[config.mk]
export PLATFORM = sky130hd
export DESIGN_NAME = apb_regfile_slave
export DESIGN_NICKNAME = d
export VERILOG_FILES = /design/src/rtl/apb_regfile_slave.sv
export SDC_FILE = /design/constraint.sdc
export NUM_CORES = 1
export LEC_CHECK = 0
export ABC_AREA = 1
export CAP_MARGIN = 20
export CORE_AREA = 3 3 242 244
export DETAILED_ROUTE_END_ITERATION = 10
export DIE_AREA = 0 0 245 247
export PLACE_DENSITY = 0.57
export SLEW_MARGIN = 20
export SYNTH_ARGS = -nofsm -noshare
export SYNTH_HDL_FRONTEND = slang
export SYNTH_SLANG_ARGS = --single-unit
[constraint.sdc]
create_clock -name i_clk -period 9.7 [get_ports i_clk]
set_clock_uncertainty 0.1 [all_clocks]
set_input_delay 1.94 -clock i_clk [delete_from_list [all_inputs] [get_ports i_clk]]
set_output_delay 1.94 -clock i_clk [all_outputs]
set_load 0.01 [all_outputs]
[src/rtl/apb_regfile_slave.sv]
// apb_regfile_slave: APB register file with byte strobes, wait states and read-only status registers.
// Transfer fields are latched at setup, so they cannot change during an access.
module apb_regfile_slave #(
    parameter int DATA_WIDTH = 32,
    parameter int ADDR_WIDTH = 32,
    parameter int NUM_REGS = 8,
    parameter int WAIT_STATES = 0,
    parameter logic [NUM_REGS-1:0] RO_MASK = '0
) (
    input  logic                           i_clk,
    input  logic                           i_reset,
    input  logic [ADDR_WIDTH-1:0]          PADDR,
    input  logic                           PSELx,
    input  logic                           PENABLE,
    input  logic                           PWRITE,
    input  logic [DATA_WIDTH-1:0]          PWDATA,
    input  logic [DATA_WIDTH/8-1:0]        PSTRB,
    output logic [DATA_WIDTH-1:0]          PRDATA,
    output logic                           PREADY,
    output logic                           PSLVERR,
    input  logic [NUM_REGS*DATA_WIDTH-1:0] i_status,
    output logic [NUM_REGS*DATA_WIDTH-1:0] o_regs
);
    localparam int BYTES = DATA_WIDTH / 8;
    localparam int LB = $clog2(BYTES);
    localparam int IW = $clog2(NUM_REGS);

    typedef enum logic [1:0] {IDLE, WAIT, DONE} state_t;

    state_t state = IDLE;
    logic [3:0] cnt = '0;
    logic [ADDR_WIDTH-1:0] addr_q = '0;
    logic write_q = 1'b0;
    logic [DATA_WIDTH-1:0] wdata_q = '0;
    logic [BYTES-1:0] strb_q = '0;
    logic [DATA_WIDTH-1:0] prdata_q = '0;
    logic pready_q = 1'b0;
    logic pslverr_q = 1'b0;
    logic [DATA_WIDTH-1:0] mem [NUM_REGS] = '{default: '0};

    logic setup, enter_done, valid, ro, err, ewrite;
    logic [ADDR_WIDTH-1:0] eaddr;
    logic [DATA_WIDTH-1:0] ewdata, rdval;
    logic [BYTES-1:0] estrb;
    logic [IW-1:0] idx;

    // With no wait states the commit edge is the setup edge, so the live bus is used.
    always_comb begin
        setup = state == IDLE && PSELx && !PENABLE;
        eaddr = state == IDLE ? PADDR : addr_q;
        ewrite = state == IDLE ? PWRITE : write_q;
        ewdata = state == IDLE ? PWDATA : wdata_q;
        estrb = state == IDLE ? PSTRB : strb_q;
        idx = eaddr[LB +: IW];
        valid = (eaddr & ADDR_WIDTH'(BYTES - 1)) == '0 && (eaddr >> (LB + IW)) == '0;
        ro = RO_MASK[idx];
        err = !valid || (ewrite && ro && |estrb);
        rdval = ro ? i_status[int'(idx) * DATA_WIDTH +: DATA_WIDTH] : mem[idx];
        enter_done = (setup && WAIT_STATES == 0) || (state == WAIT && PSELx && cnt == '0);
    end

    always_ff @(posedge i_clk) begin
        if (i_reset) begin
            state <= IDLE;
            cnt <= '0;
            pready_q <= 1'b0;
            pslverr_q <= 1'b0;
            prdata_q <= '0;
            for (int r = 0; r < NUM_REGS; r++) mem[r] <= '0;
        end else begin
            pready_q <= enter_done;
            pslverr_q <= enter_done && err;
            prdata_q <= (enter_done && !err && !ewrite) ? rdval : '0;
            if (enter_done && !err && ewrite)
                for (int b = 0; b < BYTES; b++)
                    if (estrb[b]) mem[idx][b*8 +: 8] <= ewdata[b*8 +: 8];
            if (setup) begin
                addr_q <= PADDR;
                write_q <= PWRITE;
                wdata_q <= PWDATA;
                strb_q <= PSTRB;
            end
            case (state)
                IDLE: if (setup) begin
                    state <= WAIT_STATES == 0 ? DONE : WAIT;
                    cnt <= 4'(WAIT_STATES - 1);
                end
                WAIT: if (!PSELx) state <= IDLE;
                      else if (cnt == '0) state <= DONE;
                      else cnt <= cnt - 4'd1;
                default: state <= IDLE;
            endcase
        end
    end

    assign PRDATA = prdata_q;
    assign PREADY = pready_q;
    assign PSLVERR = pslverr_q;

    for (genvar i = 0; i < NUM_REGS; i++) begin : g_out
        assign o_regs[i*DATA_WIDTH +: DATA_WIDTH] = RO_MASK[i] ? '0 : mem[i];
    end
endmodule

==> flow_results.org <==
** Setup path
- Top cell family by delay on the critical path :: simple AND/OR/NAND/NOR gates
- The worst setup path is launched from an input pin.
- Max stage delay on crit path :: 0.66 ns
- Slowest stage cell, crit path :: nor3_2
- The number of buffers and inverters on the critical path is 3.
- Cell-by-cell listing of the critical path :: clkdlybuf4s50_1 > nand2_1 > nand2_4 > inv_2 > buf_4 > nor3_2 > nand4_2 > nand2_1
- The worst setup path is captured at a register.
- Along the worst path, the maximum fanout reaches 42.
- Cell repeated most along the worst path :: nand2_1
- Crit path required time :: 9.80 ns
- Worst path arrival time :: 5.62 ns
- Classification of the worst setup path :: input pin to register

** Outcome
- The run finished with clean final reports.

** Run
- Across the run, the number of max-cap violations was 0.

** Clocking
- The clock tree synthesis step divided the H-tree into 2 levels.
- After clock tree synthesis, the clock-pin slew on the worst setup and hold paths is 0.05 ns.
- Total setup buffers inserted after CTS :: 0
- Clock latency of the later-clocked register in the worst-skew pair :: 0.56 ns
- Sink Count :: 360
- For this design, the CTS-stage hold fixing added 0 buffers.
- In this run the deepest clock path goes through 3 buffers.
- Clock tree from TritonCTS :: built
- Gates resized, CTS repair :: 0
- Root buffer cell :: clkbuf_16
- TritonCTS buffer count :: 42

** Floorplan
- FP Rows :: 87
- Height of the die :: 247 um
- The region available for standard cell placement spans 56500 um^2.
- The die is 245 um wide.
- For this configuration, the core starts out at a cell density of 28.36%.
- Overall die area :: 60520 um^2
- I/O pin count :: 619

** Synthesis
- Gate count after technology mapping :: 1640
- Net count of the mapped netlist :: 1969
- Commonest register cell after synthesis :: edfxtp_1
- Sequential fraction of the synthesis area :: 65.29%
- For this run, the number of Yosys warnings is 0.
- By area the synthesized netlist is led by edfxtp_1 61%, nand2_1 17%, nor2_1 7.5%.
- In this run, distinct cell masters in the synthesized netlist total 30.
- Yosys mapped a number of flops with a built-in enable equal to 325.
- After synthesis, the share of flip-flops with an asynchronous set or reset is 0%.
- By count the netlist is led by 731 x nand2_1, 325 x edfxtp_1, 322 x nor2_1.
- Most used standard cell by instance count after synthesis :: nand2_1
- Averaged over all synthesized cells, the footprint is 9.769 um^2.
- Summed over all instances, the cell type with the most area after synthesis is edfxtp_1.
- Flops & latches, synth :: 360
- After synthesis the cells add up to 16020 um^2.
- After synthesis, the largest area contributor takes up 60.92% of total cell area.

** Power and ir drop
- Net switching share of the total power :: 24.59%
- The clock network is responsible for 41.5% of the overall power.
- Part of the total power dissipated in sequential elements :: 48.1%
- Static Leak :: 9.073 nW
- Comb pwr share :: 10.4%
- Power density over the cells :: 169.1 nW/um^2
- Switching pwr :: 0.9037 mW
- The internal power of the cells totals 2.771 mW.
- VDD sags by at most 0.0001021 V.

** STA
- Setup total negative slack on the finished layout was measured at 0 ns.
- Max Clock Freq :: 181.1 MHz
- Worst-margin pin slew :: 1.081 ns
- Unrepaired setup endpoints after global routing :: no
- The worst path needs 5.522 ns of the cycle, external delays included.
- On the final layout, the worst hold slack is 0.6483 ns.
- Setup violations remaining at the end of the flow were counted as 0.
- Number of hold violations in the final report :: 0
- Part of the cycle the worst path needs :: 56.93%
- The worst pin sits at a relative slew slack of 27.91%.
- The max-slew violation count came to 0.

** Finish
- Area growth syn-to-layout :: 35.68%
- Total inserted antenna cells :: 0
- At the end of the flow, the number of nets in the layout was 2324.
- Ratio of cells with drive above 1 in the final layout :: 6.272%

** Worst hold path
- The worst hold path belongs to the class register to register.

** Route
- Total detailed-routing wirelength :: 58.89 mm
- Once detail routing completed, the nets flagged for antenna violations numbered 0.
- Post-route DRC :: 0
- Met3 wire length :: 5.582 mm
- The routed layout has 12830 vias.
- The pre-antenna-repair detailed-routing pass consisted of 5 iterations.
- In the final routed layout, each cell accounts on average for 21.18 um.
- Drt initial violations :: 1083
- Post-route met1 wirelength :: 25.65 mm
- Dividing the detail-routed via count by the number of cells gives 4.613.
- Signal routing reaches up to met4.
- Wire segments on met2 add up to 26.27 mm in the final route.

** Global routing
- First-pass GRT wire length :: 84.12 mm
- Number of antenna violations at the first check in global routing :: 0
- For this run the aggregate overflow at the end of global routing stands at 0.
- Entering global routing, the biggest net connects 82 pins.
- Vias in the first global route :: 12430
- In the global route stage, overall resource usage came out at 19.00%.

** Place
- Count of input and output buffers :: 362
- Routability Congestion :: 0.8184
- The wire-length estimate of the detail-placed layout is 42.28 mm.
## registers in the layout, summed over array words and instances, names as in the netlist
signal and flops:
PRDATA 32, PREADY 1, PSLVERR 1, addr_q 32, mem 256, state 1, strb_q 4, wdata_q 32
write_q 1
## cells by family after synthesis
logic type      after synthesis  synth area share [%]
mux                          32                 1.999
flops                       360                 65.29
simple gates               1110                 28.90
compound gates                6                0.2577
buf+inv                     132                 3.553
## cell type report
cell class              count  area (um^2)
well taps                 756        945.9
flip-flops and latches    360        10460
clock buffers              58         1185
multi-input cells        1148         5022
fillers                  5540        34760
inverters                  67        256.5
clock inverters            16        121.4
repair buffers            376         3741
## metrics by stage
stage | util (%) | instance area, um^2 | setup slack (ns) | power (mW) | instances
6_report | 38.47 | 21740 | 4.178 | 3.674 | 2781
3_3_place_gp | 36.11 | 20400 | 3.638 | 2.179 | 2705
4_1_cts | 38.42 | 21700 | 4.183 | 3.712 | 2779
2_1_floorplan | - | 16020 | 3.472 | 1.974 | 1640
5_1_grt | 38.47 | 21740 | 4.013 | 3.809 | 2781
3_5_place_dp | 36.11 | 20400 | 3.604 | 2.182 | 2705
## worst min-delay path, delay by kind of cell, from the launching register on
family | cells | cell delay (ns)
and+or+nand+nor | 7 | 0.34
buffers and inverters | 1 | 0.03
DFF | 1 | 0.34
## placed cells by master (no fill, tap or decap), drive strengths merged
cell type	count
o21ai	6
nand3b	1
dfxtp	35
inv	67
nor2	327
buf	14
and2	3
bufinv	2
clkinv	14
clkbuf	58
nand2	734
nand3	3
nor3	9
nand4	33
clkdlybuf4s50	362
mux2i	32
edfxtp	325
## worst paths after layout
check        startpoint         end  slack, ns  depth (start not counted)
max            PADDR[3]  mem[7][12]       4.18                          8
min          mem[0][12]  PRDATA[12]       0.65                          8
max reg2reg    state[1]  mem[0][12]       4.96                          8
min reg2reg  mem[0][12]  PRDATA[12]       0.65                          8
## per-layer routing
metal / GRT usage [%] / vias up
met2: 29.39 / 627
met3: 4.468 / 82
met5: 0 / -
li1: - / 6010
met4: 5.644 / 0
met1: 26.55 / 6109
## power groups by stage
stage	combinational, mW	clock (mW)	sequential, mW
finish	0.381	1.53	1.77
global route	0.416	1.62	1.77
CTS	0.385	1.56	1.77
detailed placement	0.383	0	1.80
global placement	0.380	0	1.80
floorplan	0.171	0	1.80
No activity file was read; power rests on OpenSTA's default activity.
